==> src/rtl/timer_display_mux.sv <==
// Eight-digit multiplexed 7-segment driver for the countdown timer (HH.MM.SS.hh).
// Ports: clk, reset (sync, active-high); hour/minute/second/hundredth [6:0] binary
// fields; done_signal level; seg[6:0] (a..g), dp, an[7:0] all active-low, registered.
// Optional macro BLINK_ON_DONE_EN: blank the anodes at BLINK_DIV half-period while
// done_signal is high; when undefined, done_signal is ignored and the display never blanks.
module timer_display_mux #(
  parameter int REFRESH_DIV = 125000,
  parameter int BLINK_DIV   = 31250000
) (
  input  logic       clk,
  input  logic       reset,
  input  logic [6:0] hour,
  input  logic [6:0] minute,
  input  logic [6:0] second,
  input  logic [6:0] hundredth,
  input  logic       done_signal,
  output logic [6:0] seg,
  output logic       dp,
  output logic [7:0] an
);

  localparam int RW = (REFRESH_DIV > 1) ? $clog2(REFRESH_DIV) : 1;

  logic [RW-1:0] r_refresh;
  logic [2:0]    r_digit;
  logic [6:0]    r_snap_h;
  logic [6:0]    r_snap_m;
  logic [6:0]    r_snap_s;
  logic [6:0]    r_snap_hh;

  logic          w_slot_wrap;
  logic          w_frame_wrap;
  logic [6:0]    w_field;
  logic [6:0]    w_sat;
  logic [3:0]    w_bcd;
  logic [6:0]    w_seg;
  logic          w_dp;
  logic [7:0]    w_an;
  logic          w_blank;

  assign w_slot_wrap  = (r_refresh == RW'(REFRESH_DIV - 1));
  assign w_frame_wrap = w_slot_wrap && (r_digit == 3'd7);

  // Slot timing and frame-start snapshot; all digits of a frame read
  // the snapshot so a field never tears mid-frame.
  always_ff @(posedge clk) begin
    if (reset) begin
      r_refresh <= '0;
      r_digit   <= 3'd0;
      r_snap_h  <= 7'd0;
      r_snap_m  <= 7'd0;
      r_snap_s  <= 7'd0;
      r_snap_hh <= 7'd0;
    end else begin
      if (w_slot_wrap) begin
        r_refresh <= '0;
        r_digit   <= r_digit + 3'd1;
      end else begin
        r_refresh <= r_refresh + RW'(1);
      end
      if (w_frame_wrap) begin
        r_snap_h  <= hour;
        r_snap_m  <= minute;
        r_snap_s  <= second;
        r_snap_hh <= hundredth;
      end
    end
  end

  // Digit pairs: 7,6 hour; 5,4 minute; 3,2 second; 1,0 hundredth.
  always_comb begin
    w_field = r_snap_hh;
    case (r_digit[2:1])
      2'd3:    w_field = r_snap_h;
      2'd2:    w_field = r_snap_m;
      2'd1:    w_field = r_snap_s;
      default: w_field = r_snap_hh;
    endcase
  end

  assign w_sat = (w_field > 7'd99) ? 7'd99 : w_field;
  assign w_bcd = r_digit[0] ? 4'(w_sat / 7'd10) : 4'(w_sat % 7'd10);

  always_comb begin
    w_seg = 7'h7F;
    case (w_bcd)
      4'd0:    w_seg = 7'h40;
      4'd1:    w_seg = 7'h79;
      4'd2:    w_seg = 7'h24;
      4'd3:    w_seg = 7'h30;
      4'd4:    w_seg = 7'h19;
      4'd5:    w_seg = 7'h12;
      4'd6:    w_seg = 7'h02;
      4'd7:    w_seg = 7'h78;
      4'd8:    w_seg = 7'h00;
      4'd9:    w_seg = 7'h10;
      default: w_seg = 7'h7F;
    endcase
  end

  // Separators after hour, minute and second ones digits.
  assign w_dp = ~(~r_digit[0] && (r_digit != 3'd0));
  assign w_an = ~(8'd1 << r_digit);

`ifdef BLINK_ON_DONE_EN
  localparam int BW = (BLINK_DIV > 1) ? $clog2(BLINK_DIV) : 1;

  logic [BW-1:0] r_blink_cnt;
  logic          r_blink_phase;

  // Counter idles at 0 while done is low so a rising done starts in
  // the on phase.
  always_ff @(posedge clk) begin
    if (reset || !done_signal) begin
      r_blink_cnt   <= '0;
      r_blink_phase <= 1'b0;
    end else if (r_blink_cnt == BW'(BLINK_DIV - 1)) begin
      r_blink_cnt   <= '0;
      r_blink_phase <= ~r_blink_phase;
    end else begin
      r_blink_cnt <= r_blink_cnt + BW'(1);
    end
  end

  // Gated by the live done level so a falling done unblanks at once.
  assign w_blank = done_signal & r_blink_phase;
`else
  logic w_unused;
  assign w_unused = done_signal ^ (BLINK_DIV == 0);
  assign w_blank  = 1'b0;
`endif

  always_ff @(posedge clk) begin
    if (reset) begin
      an  <= 8'hFF;
      seg <= 7'h7F;
      dp  <= 1'b1;
    end else begin
      an  <= w_blank ? 8'hFF : w_an;
      seg <= w_seg;
      dp  <= w_dp;
    end
  end

endmodule

==> config.mk <==
export PLATFORM = sky130hd
export DESIGN_NAME = timer_display_mux
export DESIGN_NICKNAME = d
export VERILOG_FILES = /design/src/rtl/timer_display_mux.sv
export SDC_FILE = /design/constraint.sdc
export NUM_CORES = 1
export LEC_CHECK = 0
export CAP_MARGIN = 20
export CORE_MARGIN = 5
export CORE_UTILIZATION = 49
export CTS_CLUSTER_SIZE = 40
export DETAILED_ROUTE_END_ITERATION = 8
export PLACE_DENSITY = 0.78
export SYNTH_ARGS = -nofsm -noshare
export SYNTH_HDL_FRONTEND = slang
export SYNTH_SLANG_ARGS = --single-unit
==> constraint.sdc <==
create_clock -name clk -period 5.3 [get_ports clk]
set_input_delay 0.53 -clock clk [delete_from_list [all_inputs] [get_ports clk]]
set_output_delay 0.53 -clock clk [all_outputs]
set_load 0.02 [all_outputs]
==> results.toml, run 1 <==
[grt]
grt_pass1_vias = 2799
antenna_found_initial = 0
grt_max_degree = 38
grt_pass1_wl_um = 12500
grt_remaining_overflow = 0
track_usage = 0.179

[critical_path]
crit_fanout = 6
critical_path_arrival_ps = 5280
critical-path-max-stage-delay_ps = 520
crit_path_end_kind = "flip-flop"
critical_path_class = "flip-flop to flip-flop"
crit_required_ps = 5560
cpMaxStageDelayCell = "mux4_2"
cp-start-kind = "flip-flop"

[logic_synthesis]
synth_top_cell_by_area = "dfxtp_1"
ys_seq_area_frac = 0.378
synth_fp_nets = 434
synth_top_cell_area_share = 0.378
synth.most_common_cell = "nand2_1"
synthFlopType = "dfxtp_1"
synth_common_cells = "91 x nand2_1, 64 x dfxtp_1, 38 x a21oi_1"
async_flop_share = 0
avgSynthCellArea_um2 = 8.74
ys_seq_elements = 64
syn_area_um2 = 3390
ys_types = 68
synth_warnings = 0
synth-edff-count = 0
synth_area_leaders = "dfxtp_1 38%, nand2_1 10%, a21oi_1 5.6%, ha_1 5.5%, nor2_1 4.0%"
syn_inst = 388

[place]
dp_slack_ps = -16.2
gp_congestion = 0.855
dp_hpwl_um = 5500
io_buffer_count = 45
place_area_um2 = 4030

[layout]
diodes = 0
multi_input_area_um2 = 2150
area_delta_synth_final_pct = 31.4
final_cell_area_um2 = 4460
drive_gt1_frac = 0.226
seqCellArea_um2 = 1290
nets = 505
fill_cells = 575

[floorplanning]
start_util = 0.502
rows = 30
die_x_um = 93.2
die_area_um2 = 8690
coreArea_um2 = 6760
die_height_um = 93.2
pin_count = 47

[detailed_routing]
finalWirelength_um = 7590
wl_per_cell_um = 14.0
via_count = 2956
vias_per_cell = 5.43
drt_iter0_markers = 152
ant_nets = 0
drtPass1Iterations = 4
drc = 0

[power]
p_leak_nw = 1.66
power_switching_uw = 217
intPower_uw = 758
ir_drop_mv = 0.179
power_frac_clock = 0.454
pwr-share-comb = 0.047
swShare = 0.223
power.density_nw_per_um2 = 219
seq_power_share = 0.499
p_total_uw = 976

[clock_network]
cts.sinks = 64
cts_tree = "done"
cts_buffers = 9
clock_latency_ps = 340
hold_buffers = 0
htree_levels = 3
cts_buffer_depth = 2
cts_root_buffer = "clkbuf_8"
path_clk_slew_ps = 70

[timing]
setup_slack_ps = 284
fin_skew_ps = 5.10
hold_viol = 0
setup_viol_count_final = 0
fin_crit_ps = 5020
min_period_over_period = 0.946
worst_pin_slew_ps = 956
drv_slew = 0
slew_headroom = 0.362
timing.fmax_mhz = 199

[flow_run]
cap_violations = 0

[worst_hold_path]
hold_class = "flip-flop to flip-flop"

[status]
status = "complete, no violations"
-- power groups by stage --
| stage | Clock (mW) | Sequential (mW) | Combinational [mW] |
|---|---|---|---|
| 6_report | 0.443 | 0.487 | 0.0456 |
| 5_1_grt | 0.478 | 0.487 | 0.0489 |
| 4_1_cts | 0.452 | 0.487 | 0.0454 |
| 3_5_place_dp | 0 | 0.499 | 0.0450 |
| 3_3_place_gp | 0 | 0.498 | 0.0449 |
| 2_1_floorplan | 0 | 0.502 | 0.0111 |
-- per-stage QoR --
step / utilization / hold WS (ps) / setup TNS (ps) / instances
after floorplan: - / 418 / 0 / 388
after global routing: 0.660 / 473 / -0.730 / 544
after global placement: 0.597 / 429 / 0 / 519
final: 0.660 / 450 / 0 / 544
after CTS: 0.632 / 452 / 0 / 536
after detailed placement: 0.597 / 444 / -16.2 / 519
-- sequential cells by signal, summed over array words and instances (netlist names) --
signal	flops
r_snap_h	7
dp	1
r_snap_m	7
r_snap_s	7
r_snap_hh	7
an	8
seg	7
r_refresh	17
r_digit	3
-- timing repair --
item | CTS | global route
resized for setup | 3 | 30
buffers inserted | 1 | 7
pin swaps | 1 | 14
endpoints found under the setup margin | 2 | 7
-- layer usage --
| metal | wire length, um | track usage | vias up |
|---|---|---|---|
| met4 | 138 | 0.0659 | 0 |
| met3 | 366 | 0.0515 | 13 |
| met1 | 3380 | 0.212 | 1383 |
| li1 | - | - | 1490 |
| met2 | 3700 | 0.307 | 70 |
| met5 | 0 | 0 | - |
-- cell families after synthesis --
logic type	Yosys count	share of synthesized area
AOI/OAI and AO/OA	78	0.176
xor gates and xnor gates	13	0.0336
adders and majority gates	15	0.0553
buffers and inverters	24	0.0288
DFF	64	0.378
muxes	17	0.0837
and+or+nand+nor	177	0.245
-- cell type report --
| class | count | area share |
|---|---|---|
| inverters | 11 | 0.00983 |
| repair buffers | 73 | 0.149 |
| clock inverters | 5 | 0.0140 |
| multi-input cells | 300 | 0.482 |
| flip-flops and latches | 64 | 0.289 |
| well taps | 80 | 0.0225 |
| clock buffers | 11 | 0.0340 |
-- cells in the final DEF (no fill, tap or decap), types with 3 or more instances in the layout --
master	synthesis	final
buf_4	0	27
and3_1	4	4
o21ai_1	4	4
and2_1	6	5
o21ai_0	9	8
clkdlybuf4s50_1	0	45
mux2i_1	4	3
a21oi_1	38	35
nand3_1	6	6
mux4_1	3	3
inv_1	9	8
dfxtp_1	64	62
or3_1	6	5
xnor2_1	6	5
mux4_2	4	4
xor2_1	7	7
mux2_2	3	3
nand2_2	0	3
nor2_1	36	34
a21oi_2	2	4
clkbuf_8	0	11
nor2b_1	4	3
ha_4	0	3
nor3_1	5	4
nand2_1	91	88
ha_1	15	11
-- final timing paths --
kind | slack [ps] | endpoint | cells past startpoint | startpoint
max | 280 | seg[4] | 25 | r_digit[1]
min | 450 | r_snap_m[2] | 2 | r_snap_m[2]
max reg2reg | 280 | seg[4] | 25 | r_digit[1]
min reg2reg | 450 | r_snap_m[2] | 2 | r_snap_m[2]
-- worst max-delay path: cells and delay by family, from the launching register on --
family | cells | cell delay (ps)
mux | 1 | 520
simple gates | 9 | 1270
xor+xnor | 1 | 180
compound gates | 8 | 1510
buf+inv | 2 | 310
flops | 1 | 400
fa+ha+maj | 4 | 740
Note: power is estimated with default switching activity, not from simulation.
==> inputs of run 2 (changes only) <==
--- a/config.mk
+++ b/config.mk
@@ -11,6 +11,7 @@
 export CTS_CLUSTER_SIZE = 40
 export DETAILED_ROUTE_END_ITERATION = 8
 export PLACE_DENSITY = 0.78
+export SKIP_LAST_GASP = 1
 export SYNTH_ARGS = -nofsm -noshare
 export SYNTH_HDL_FRONTEND = slang
 export SYNTH_SLANG_ARGS = --single-unit
==> results of run 2 <==
The final DEF is identical to that of run 1; final timing and power are the same.
